--- src/rtl/wf_issue_dispatch.sv ---
// wf_issue_dispatch: holds the arbiter's chosen wavefront, offers it to the
// functional-unit issue port over valid/ready, pulses issued_en on handshake,
// and tracks which wavefronts have an instruction in flight so the arbiter
// never sees a request from a busy or currently held wavefront.
module wf_issue_dispatch #(
  parameter int NUM_WF  = 40,
  parameter int WF_ID_W = 6
) (
  input  logic               clk,
  input  logic               rst,
  input  logic [NUM_WF-1:0]  ready_arry,
  output logic [NUM_WF-1:0]  masked_ready_arry,
  input  logic               choosen_valid,
  input  logic [WF_ID_W-1:0] choosen_wf_id,
  output logic               fu_valid,
  output logic [WF_ID_W-1:0] fu_wf_id,
  input  logic               fu_ready,
  output logic               issued_en,
  output logic [WF_ID_W-1:0] issued_wf_id,
  input  logic               done_en,
  input  logic [WF_ID_W-1:0] done_wf_id,
  output logic [NUM_WF-1:0]  busy_arry
);

  // Slot count widened by one bit so ids up to 2**WF_ID_W-1 compare cleanly.
  localparam logic [WF_ID_W:0] NUM_WF_L = (WF_ID_W+1)'(NUM_WF);

  // IDLE: nothing held. HOLD: pending_id_q is being offered to the FU.
  typedef enum logic {
    IDLE = 1'b0,
    HOLD = 1'b1
  } state_t;

  state_t              state_q, state_d;
  logic [WF_ID_W-1:0]  pending_id_q, pending_id_d;
  logic [NUM_WF-1:0]   busy_q, busy_d;
  logic [NUM_WF-1:0]   pending_mask;
  logic                choose_ok;
  logic                done_ok;

  // Out-of-range ids (NUM_WF..2**WF_ID_W-1) are treated as absent.
  assign choose_ok = choosen_valid && ({1'b0, choosen_wf_id} < NUM_WF_L);
  assign done_ok   = done_en && ({1'b0, done_wf_id} < NUM_WF_L);

  assign fu_valid     = (state_q == HOLD);
  assign fu_wf_id     = fu_valid ? pending_id_q : '0;
  assign issued_en    = fu_valid && fu_ready;
  assign issued_wf_id = fu_valid ? pending_id_q : '0;
  assign busy_arry    = busy_q;

  // One-hot of the held wavefront, so the arbiter cannot pick it again while it waits.
  always_comb begin
    pending_mask = '0;
    if (state_q == HOLD) begin
      pending_mask[pending_id_q] = 1'b1;
    end
  end

  assign masked_ready_arry = ready_arry & ~busy_q & ~pending_mask;

  // Next-state: load/hold/release the pending slot and update the busy bitmap.
  always_comb begin
    state_d      = state_q;
    pending_id_d = pending_id_q;
    busy_d       = busy_q;

    case (state_q)
      IDLE: begin
        if (choose_ok) begin
          state_d      = HOLD;
          pending_id_d = choosen_wf_id;
        end
      end
      HOLD: begin
        // Under backpressure the held id is frozen and new choices are ignored.
        if (fu_ready) begin
          if (choose_ok) begin
            pending_id_d = choosen_wf_id;
          end else begin
            state_d = IDLE;
          end
        end
      end
      default: state_d = IDLE;
    endcase

    // Clear first, then set, so a same-id collision leaves the bit set.
    if (done_ok) begin
      busy_d[done_wf_id] = 1'b0;
    end
    if (issued_en) begin
      busy_d[pending_id_q] = 1'b1;
    end
  end

  // State registers with synchronous active-high reset.
  always_ff @(posedge clk) begin
    if (rst) begin
      state_q      <= IDLE;
      pending_id_q <= '0;
      busy_q       <= '0;
    end else begin
      state_q      <= state_d;
      pending_id_q <= pending_id_d;
      busy_q       <= busy_d;
    end
  end

endmodule

--- config.mk ---
export PLATFORM = sky130hd
export DESIGN_NAME = wf_issue_dispatch
export DESIGN_NICKNAME = d
export VERILOG_FILES = /design/src/rtl/wf_issue_dispatch.sv
export SDC_FILE = /design/constraint.sdc
export NUM_CORES = 1
export LEC_CHECK = 0
export ABC_AREA = 1
export ABC_CLOCK_PERIOD_IN_PS = 2500
export BUFFER_PORTS_ARGS = -buffer_cell sky130_fd_sc_hd__buf_2
export CAP_MARGIN = 20
export CORE_ASPECT_RATIO = 1.75
export CORE_MARGIN = 2
export CORE_UTILIZATION = 27
export CTS_BUF_LIST = sky130_fd_sc_hd__clkbuf_4
export DETAILED_ROUTE_END_ITERATION = 6
export GPL_TIMING_DRIVEN = 0
export MAX_ROUTING_LAYER = met4
export SYNTH_ARGS = -nofsm -noshare
export SYNTH_HDL_FRONTEND = slang
export SYNTH_SLANG_ARGS = --single-unit
export TNS_END_PERCENT = 1
--- constraint.sdc ---
create_clock -name clk -period 2.5 [get_ports clk]
set_input_delay 0.75 -clock clk [delete_from_list [all_inputs] [get_ports clk]]
set_output_delay 0.75 -clock clk [all_outputs]
set_load 0.03 [all_outputs]
==> flow_metrics.env, run 1 <==
export IMPL_outcome="finished clean"
export IMPL_critPathCaptureType="output pin"
export IMPL_path_clk_slew_ns=0.14
export IMPL_r2r_slack_ns=1.27
export IMPL_synth_nets=515
export IMPL_grt_max_degree=15
export IMPL_place_hpwl_um=8670
export IMPL_die_h_um=138
export IMPL_first_iter_violations=344
export IMPL_cp_startpoint="pending_id_q[2]"
export IMPL_relSlewSlack=0.620
export IMPL_worst_setup_path_start_kind="flop"
export IMPL_antenna_left=0
export IMPL_core_um2=9910
export IMPL_synthesis_area_um2=2750
export IMPL_grt_pass1_wl_um=16300
export IMPL_wl_per_cell_um=15.2
export IMPL_drc=0
export IMPL_clkLatencyLatePin_ns=0.40
export IMPL_r2r_start="pending_id_q[2]"
export IMPL_ctsRootBufferMaster="clkbuf_4"
export IMPL_cp_data_required_time_ns=1.75
export IMPL_skew_ns=0.0140
export IMPL_register_area_um2=958
export IMPL_yosysWarningCount=0
export IMPL_gp_congestion=0.908
export IMPL_avgSynthCellArea_um2=6.01
export IMPL_reg2regPathDepth=5
export IMPL_htreeDepth=2
export IMPL_initial_core_util=0.278
export IMPL_multi_input_comb_area_um2=1720
export IMPL_fin_cells=739
export IMPL_worstSetupPathType="reg2out"
export IMPL_ys_seq_area_frac=0.342
export IMPL_wl_um=11300
export IMPL_synth_top_cell_by_area="dfxtp_1"
export IMPL_power_uw=1620
export IMPL_setup_tns_final_ns=0
export IMPL_rows=48
export IMPL_ir_drop_mv=0.190
export IMPL_synth_cell_types=20
export IMPL_routed_via_count=3602
export IMPL_critPathMaxStageDelay_ns=0.43
export IMPL_area_growth_syn_to_layout_pct=46.1
export IMPL_numCtsBuffers=5
export IMPL_die_w_um=80.3
export IMPL_whs_ns=0.491
export IMPL_port_buffers=145
export IMPL_hold_viol_final=0
export IMPL_antenna_found_initial=1
export IMPL_cts_tree="done"
export IMPL_gr_total_overflow=0
export IMPL_worstPathArrival_ns=1.74
export IMPL_dp_cells=728
export IMPL_powerDensity_nw_per_um2=402
export IMPL_die_area_um2=11100
export IMPL_viasPerCell=4.87
export IMPL_hp_class="reg2reg"
export IMPL_yosysTopAreaCellShare=0.342
export IMPL_path_cells="clkinvlp_4, nand3_4, nor2_4, nand2_2, nand2_2, nor2_4, buf_6"
export IMPL_clk_path_buf_depth=2
export IMPL_whs_path_depth=2
export IMPL_drtPass1Iterations=5
export IMPL_maxSlewViolCount=0
export IMPL_cp_max_fo=5
export IMPL_track_usage=0.201
export IMPL_setup_viol=0
export IMPL_rr_endpoint="busy_arry[2]"
export IMPL_rsz0062_at_grt="yes"
export IMPL_path_depth=7
export IMPL_min_from="busy_arry[4]"
export IMPL_crit_family="simple AND/OR/NAND/NOR gates"
export IMPL_io_pins=151
export IMPL_worstHoldEndpoint="busy_arry[4]"
export IMPL_grt_pass1_vias=3263
export IMPL_power_leakage_uw=0.00190
export IMPL_fmax_mhz=402
export IMPL_slowest_stage="dfxtp_4"
export IMPL_ys_seq_elements=47
export IMPL_path_buf_inv=2
export IMPL_nFillCells=1084
export IMPL_maxCapViolCount=0
export IMPL_cts_sinks=47
export IMPL_period_share=0.995
export IMPL_drive_gt1_frac=0.365
export IMPL_synth_area_top_cells="dfxtp_1 (34%), nand2_1 (17%), nor2_1 (9.4%)"
export IMPL_syn_inst=458
export IMPL_finalCriticalPeriod_ns=2.49
export IMPL_tightestPinTransition_ns=0.568
export IMPL_fin_nets=669
## worst register-to-register path, cell delays in order (launching register included)
cell and delay, ns:
dfxtp_4 0.40, clkinvlp_4 0.18, nand3_4 0.15, nor2_1 0.23, nand2_1 0.08, a21oi_1 0.14
## how the worst max path moves through the flow
stage	to	slack [ns]
after floorplan	issued_wf_id[0]	0.20
after global placement	masked_ready_arry[8]	0.12
after detailed placement	masked_ready_arry[8]	0.11
after CTS	masked_ready_arry[38]	-0.12
after global routing	masked_ready_arry[11]	-0.06
final	masked_ready_arry[35]	0.01
## what timing repair did
action                                  CTS  global route
buffers inserted                          0             2
hold endpoints to repair                  0             0
hold buffers                              0             0
endpoints found under the setup margin   51            41
gates cloned                              0             0
pin swaps                                 0            11
resized for setup                        14            77
## synthesized netlist by cell type
cell type / n
a21oi_1: 46
buf_1: 3
buf_2: 10
buf_4: 6
buf_6: 1
clkbuf_1: 5
clkinv_1: 1
dfxtp_1: 47
inv_1: 48
nand2_1: 125
nand2_2: 2
nand3_1: 22
nand3_2: 2
nand3b_1: 9
nand4_1: 5
nor2_1: 69
nor2_2: 3
nor3_1: 20
nor3b_1: 1
o21ai_0: 33
## stage by stage
| stage | instance area, um2 | worst slack (ns) | util |
|---|---|---|---|
| after floorplan | 2750 | 0.201 | - |
| after global placement | 3630 | 0.117 | 0.367 |
| after detailed placement | 3630 | 0.112 | 0.367 |
| after CTS | 3730 | -0.121 | 0.377 |
| after global routing | 4020 | -0.0575 | 0.406 |
| final | 4020 | 0.0125 | 0.406 |
## power breakdown
group          internal, uW  total, uW  switching, uW
combinational           142        449            307
clock                   104        382            278
sequential              760        785           24.6
total                  1010       1620            610
## layout by cell type (no fill, tap or decap), types with 4 or more instances in the layout
cell | synthesis | routed
dfxtp_1 | 47 | 41
a21oi_1 | 46 | 46
nor3_1 | 20 | 15
nand3_4 | 0 | 10
nand3b_1 | 9 | 9
o21ai_0 | 33 | 33
clkbuf_4 | 0 | 6
nand2_1 | 125 | 120
nand3_1 | 22 | 13
nor2_4 | 0 | 7
buf_6 | 1 | 4
buf_4 | 6 | 13
buf_2 | 10 | 148
nand2_2 | 2 | 6
clkbuf_1 | 5 | 5
nor2_1 | 69 | 55
nand4_1 | 5 | 5
inv_1 | 48 | 44
dfxtp_4 | 0 | 4
nor3_2 | 0 | 5
nor2_2 | 3 | 10
## flip-flops by register name, summed over array words and instances (netlist names)
register	count
busy_arry	40
pending_id_q	6
fu_valid	1
## kinds of logic after synthesis
family | synth area share
flops | 0.342
buf+inv | 0.116
compound gates | 0.144
simple gates | 0.398
## routing by layer
layer | share of wire | GRT usage | up-vias | wire (um)
met5 | 0 | - | - | 0
met4 | 0.045 | 0.117 | 0 | 502
met3 | 0.062 | 0.0229 | 30 | 702
met2 | 0.54 | 0.355 | 161 | 6060
met1 | 0.35 | 0.214 | 1635 | 3990
li1 | - | - | 1776 | -
## final cells by class
cell class | count | area share
sequential | 47 | 0.238
tap | 125 | 0.0389
antenna | 1 | 0.000622
timing repair buffer | 147 | 0.194
clock buffer | 5 | 0.00933
inverter | 49 | 0.0492
clock inverter | 3 | 0.00373
multi-input combinational | 337 | 0.429
buffer | 25 | 0.0376
(Power assumes the default switching activity.)
==> inputs of run 2 (changes only) <==
--- a/config.mk
+++ b/config.mk
@@ -5,7 +5,6 @@
 export SDC_FILE = /design/constraint.sdc
 export NUM_CORES = 1
 export LEC_CHECK = 0
-export ABC_AREA = 1
 export ABC_CLOCK_PERIOD_IN_PS = 2500
 export BUFFER_PORTS_ARGS = -buffer_cell sky130_fd_sc_hd__buf_2
 export CAP_MARGIN = 20
@@ -16,6 +15,7 @@
 export DETAILED_ROUTE_END_ITERATION = 6
 export GPL_TIMING_DRIVEN = 0
 export MAX_ROUTING_LAYER = met4
+export SLEW_MARGIN = 15
 export SYNTH_ARGS = -nofsm -noshare
 export SYNTH_HDL_FRONTEND = slang
 export SYNTH_SLANG_ARGS = --single-unit
==> run 2 against run 1 <==
  * Power is 4.2% lower
  * Non-clock buffer count is 13 higher
  * Largest power group unchanged
  * Final cell count is 13% lower
  * The flow now finishes with violations (negative setup slack)
  * Largest cell class unchanged
  * Final area is 1.3% lower
  * Maximum frequency is 2.0% lower
  * Synthesized cell count is 23% lower
  * Highest routed layer unchanged
  * Via count is 10% lower
==> flow_metrics.env, run 2 <==
export IMPL_outcome="finished, violations left"
export IMPL_violations="negative setup slack"
export IMPL_track_usage=0.206
export IMPL_antenna_found_initial=1
export IMPL_hold_viol_final=0
export IMPL_synth_nets=411
export IMPL_grt_max_degree=14
export IMPL_worstHoldEndpoint="busy_arry[8]"
export IMPL_viasPerCell=5.03
export IMPL_io_pins=151
export IMPL_cp_max_fo=10
export IMPL_period_share=1.02
export IMPL_yosysTopAreaCellShare=0.339
export IMPL_critPathMaxStageDelay_ns=0.51
export IMPL_ys_seq_elements=47
export IMPL_rows=49
export IMPL_numCtsBuffers=5
export IMPL_worstPathArrival_ns=1.79
export IMPL_synth_top_cell_by_area="dfxtp_1"
export IMPL_slowest_stage="nor3_4"
export IMPL_nFillCells=1081
export IMPL_relSlewSlack=0.617
export IMPL_synthesis_area_um2=2780
export IMPL_fmax_mhz=394
export IMPL_tightestPinTransition_ns=0.572
export IMPL_worst_setup_path_start_kind="flop"
export IMPL_hp_class="reg2reg"
export IMPL_design_area_um2=3970
export IMPL_skew_ns=0.00625
export IMPL_synth_most_common_cell="a21oi_1"
export IMPL_dp_worst_setup_slack_ns=0.0636
export IMPL_dpl_cell_area_um2=3690
export IMPL_most_common_layout_cells="buf_2 (134), a21oi_1 (48), nand2b_1 (47), o21ai_0 (47), dfxtp_1 (42)"
export IMPL_synth_area_top_cells="dfxtp_1 (34%), nand2b_1 (11%), a21oi_1 (8.8%)"
export IMPL_grt_pass1_wl_um=16900
export IMPL_area_growth_syn_to_layout_pct=43.0
export IMPL_path_clk_slew_ns=0.13
export IMPL_synth_edf_count=0
export IMPL_clkLatencyLatePin_ns=0.38
export IMPL_wl_um=11400
export IMPL_powerDensity_nw_per_um2=390
export IMPL_rr_endpoint="busy_arry[32]"
export IMPL_die_area_um2=11100
export IMPL_ctsRootBufferMaster="clkbuf_4"
export IMPL_grt_pass1_vias=3013
export IMPL_antenna_left=0
export IMPL_ys_seq_area_frac=0.339
export IMPL_ir_drop_mv=0.224
export IMPL_htreeDepth=2
export IMPL_fin_nets=569
export IMPL_power_uw=1550
export IMPL_largest_reg_flops=40
export IMPL_synth_cell_types=35
export IMPL_core_um2=10100
export IMPL_dp_cells=631
export IMPL_power_leakage_uw=0.00179
export IMPL_port_buffers=150
export IMPL_rsz0062_at_grt="yes"
export IMPL_yosysWarningCount=0
export IMPL_drc=0
export IMPL_min_from="busy_arry[8]"
export IMPL_critPathCaptureType="output pin"
export IMPL_gr_total_overflow=0
export IMPL_maxCapViolCount=0
export IMPL_syn_inst=354
export IMPL_wl_per_cell_um=17.8
export IMPL_whs_path_depth=2
export IMPL_place_hpwl_um=8650
export IMPL_r2r_slack_ns=1.04
export IMPL_initial_core_util=0.274
export IMPL_yosys_top_cells_count="a21oi_1 (49), nand2b_1 (48), dfxtp_1 (47), o21ai_0 (47), nor2b_1 (20)"
export IMPL_drtPass1Iterations=5
export IMPL_reg2regPathDepth=4
export IMPL_die_w_um=80.7
export IMPL_setup_tns_final_ns=-0.0384
export IMPL_gp_congestion=0.879
export IMPL_maxSlewViolCount=0
export IMPL_finalCriticalPeriod_ns=2.54
export IMPL_cts_tree="done"
export IMPL_synthFlopType="dfxtp_1"
export IMPL_path_cells="buf_6, nor3_4, a311oi_1, buf_2"
export IMPL_cp_data_required_time_ns=1.75
export IMPL_die_h_um=138
export IMPL_r2r_start="pending_id_q[1]"
export IMPL_layout_commonest_cell="buf_2"
export IMPL_fin_cells=641
export IMPL_async_reset_ff_frac=0
export IMPL_clk_path_buf_depth=2
export IMPL_routed_via_count=3224
export IMPL_ctsHoldBuffers=0
export IMPL_fin_ws_ns=-0.0384
export IMPL_first_iter_violations=248
export IMPL_worstSetupPathType="reg2out"
export IMPL_avgSynthCellArea_um2=7.84
export IMPL_cts_sinks=47
export IMPL_drive_gt1_frac=0.400
export IMPL_setup_viol=1
==> run 2: cell types whose count changed in the layout (fill, tap and decap cells not counted), moves of 18 or more <==
cell	change
nand2_1	-112
buf_4	+18
nand2b_1	+47
nor2_1	-55
inv_1	-30
nor2b_1	+18
==> run 2: critical path: cells and delay by family, from the launching register on <==
family                 cells  cell delay, ns
AND/OR/NAND/NOR            1            0.51
AO/OA/AOI/OAI              1            0.20
buffers and inverters      2            0.36
flip-flops                 1            0.33
==> run 2: area by class of cell <==
type,instances,area [um2],area share
Tap cell,127,159,0.0400
Inverter,14,52.6,0.0132
Clock inverter,2,7.51,0.00189
Buffer,32,216,0.0545
Timing Repair Buffer,153,851,0.214
Multi-Input combinational cell,259,1680,0.424
Sequential cell,47,955,0.240
Antenna cell,1,2.50,0.000630
Clock buffer,6,45.0,0.0113
==> run 2: how the worst max path moves through the flow <==
stage / depth (start not counted) / end / startpoint
2_1_floorplan: 3 / masked_ready_arry[24] / fu_valid
3_3_place_gp: 4 / masked_ready_arry[26] / pending_id_q[1]
3_5_place_dp: 4 / masked_ready_arry[26] / pending_id_q[1]
4_1_cts: 5 / masked_ready_arry[17] / pending_id_q[5]
5_1_grt: 4 / masked_ready_arry[24] / pending_id_q[1]
6_report: 4 / masked_ready_arry[24] / pending_id_q[1]
==> run 2: power by group <==
group | switching, uW | leakage [uW] | internal (uW)
Clock | 247 | 0.0000307 | 115
Sequential | 14.2 | 0.000382 | 757
Combinational | 257 | 0.00137 | 156
Total | 518 | 0.00179 | 1030
==> run 2: per-stage QoR <==
step,hold WS [ns],util
floorplan,0.497,-
global placement,0.484,0.364
detailed placement,0.493,0.364
CTS,0.511,0.383
global route,0.528,0.392
finish,0.505,0.392
==> run 2: metal layers <==
metal	part of all wire	GRT usage	wire (um)
met1	0.39	0.238	4430
met2	0.52	0.344	5960
met3	0.050	0.0255	566
met4	0.039	0.103	440
met5	0	-	0
==> run 2: what timing repair did <==
action | 4_1_cts | 5_1_grt
setup endpoints to repair | 40 | 39
gates resized for setup | 38 | 32
setup buffers | 2 | 1
pin swaps | 1 | 2
==> run 2: logic make-up after synthesis <==
family,after synthesis,share of synthesized area
flip-flops,47,0.339
AND/OR/NAND/NOR,137,0.329
multiplexers,6,0.0216
buffers and inverters,48,0.0820
AO/OA/AOI/OAI,116,0.228
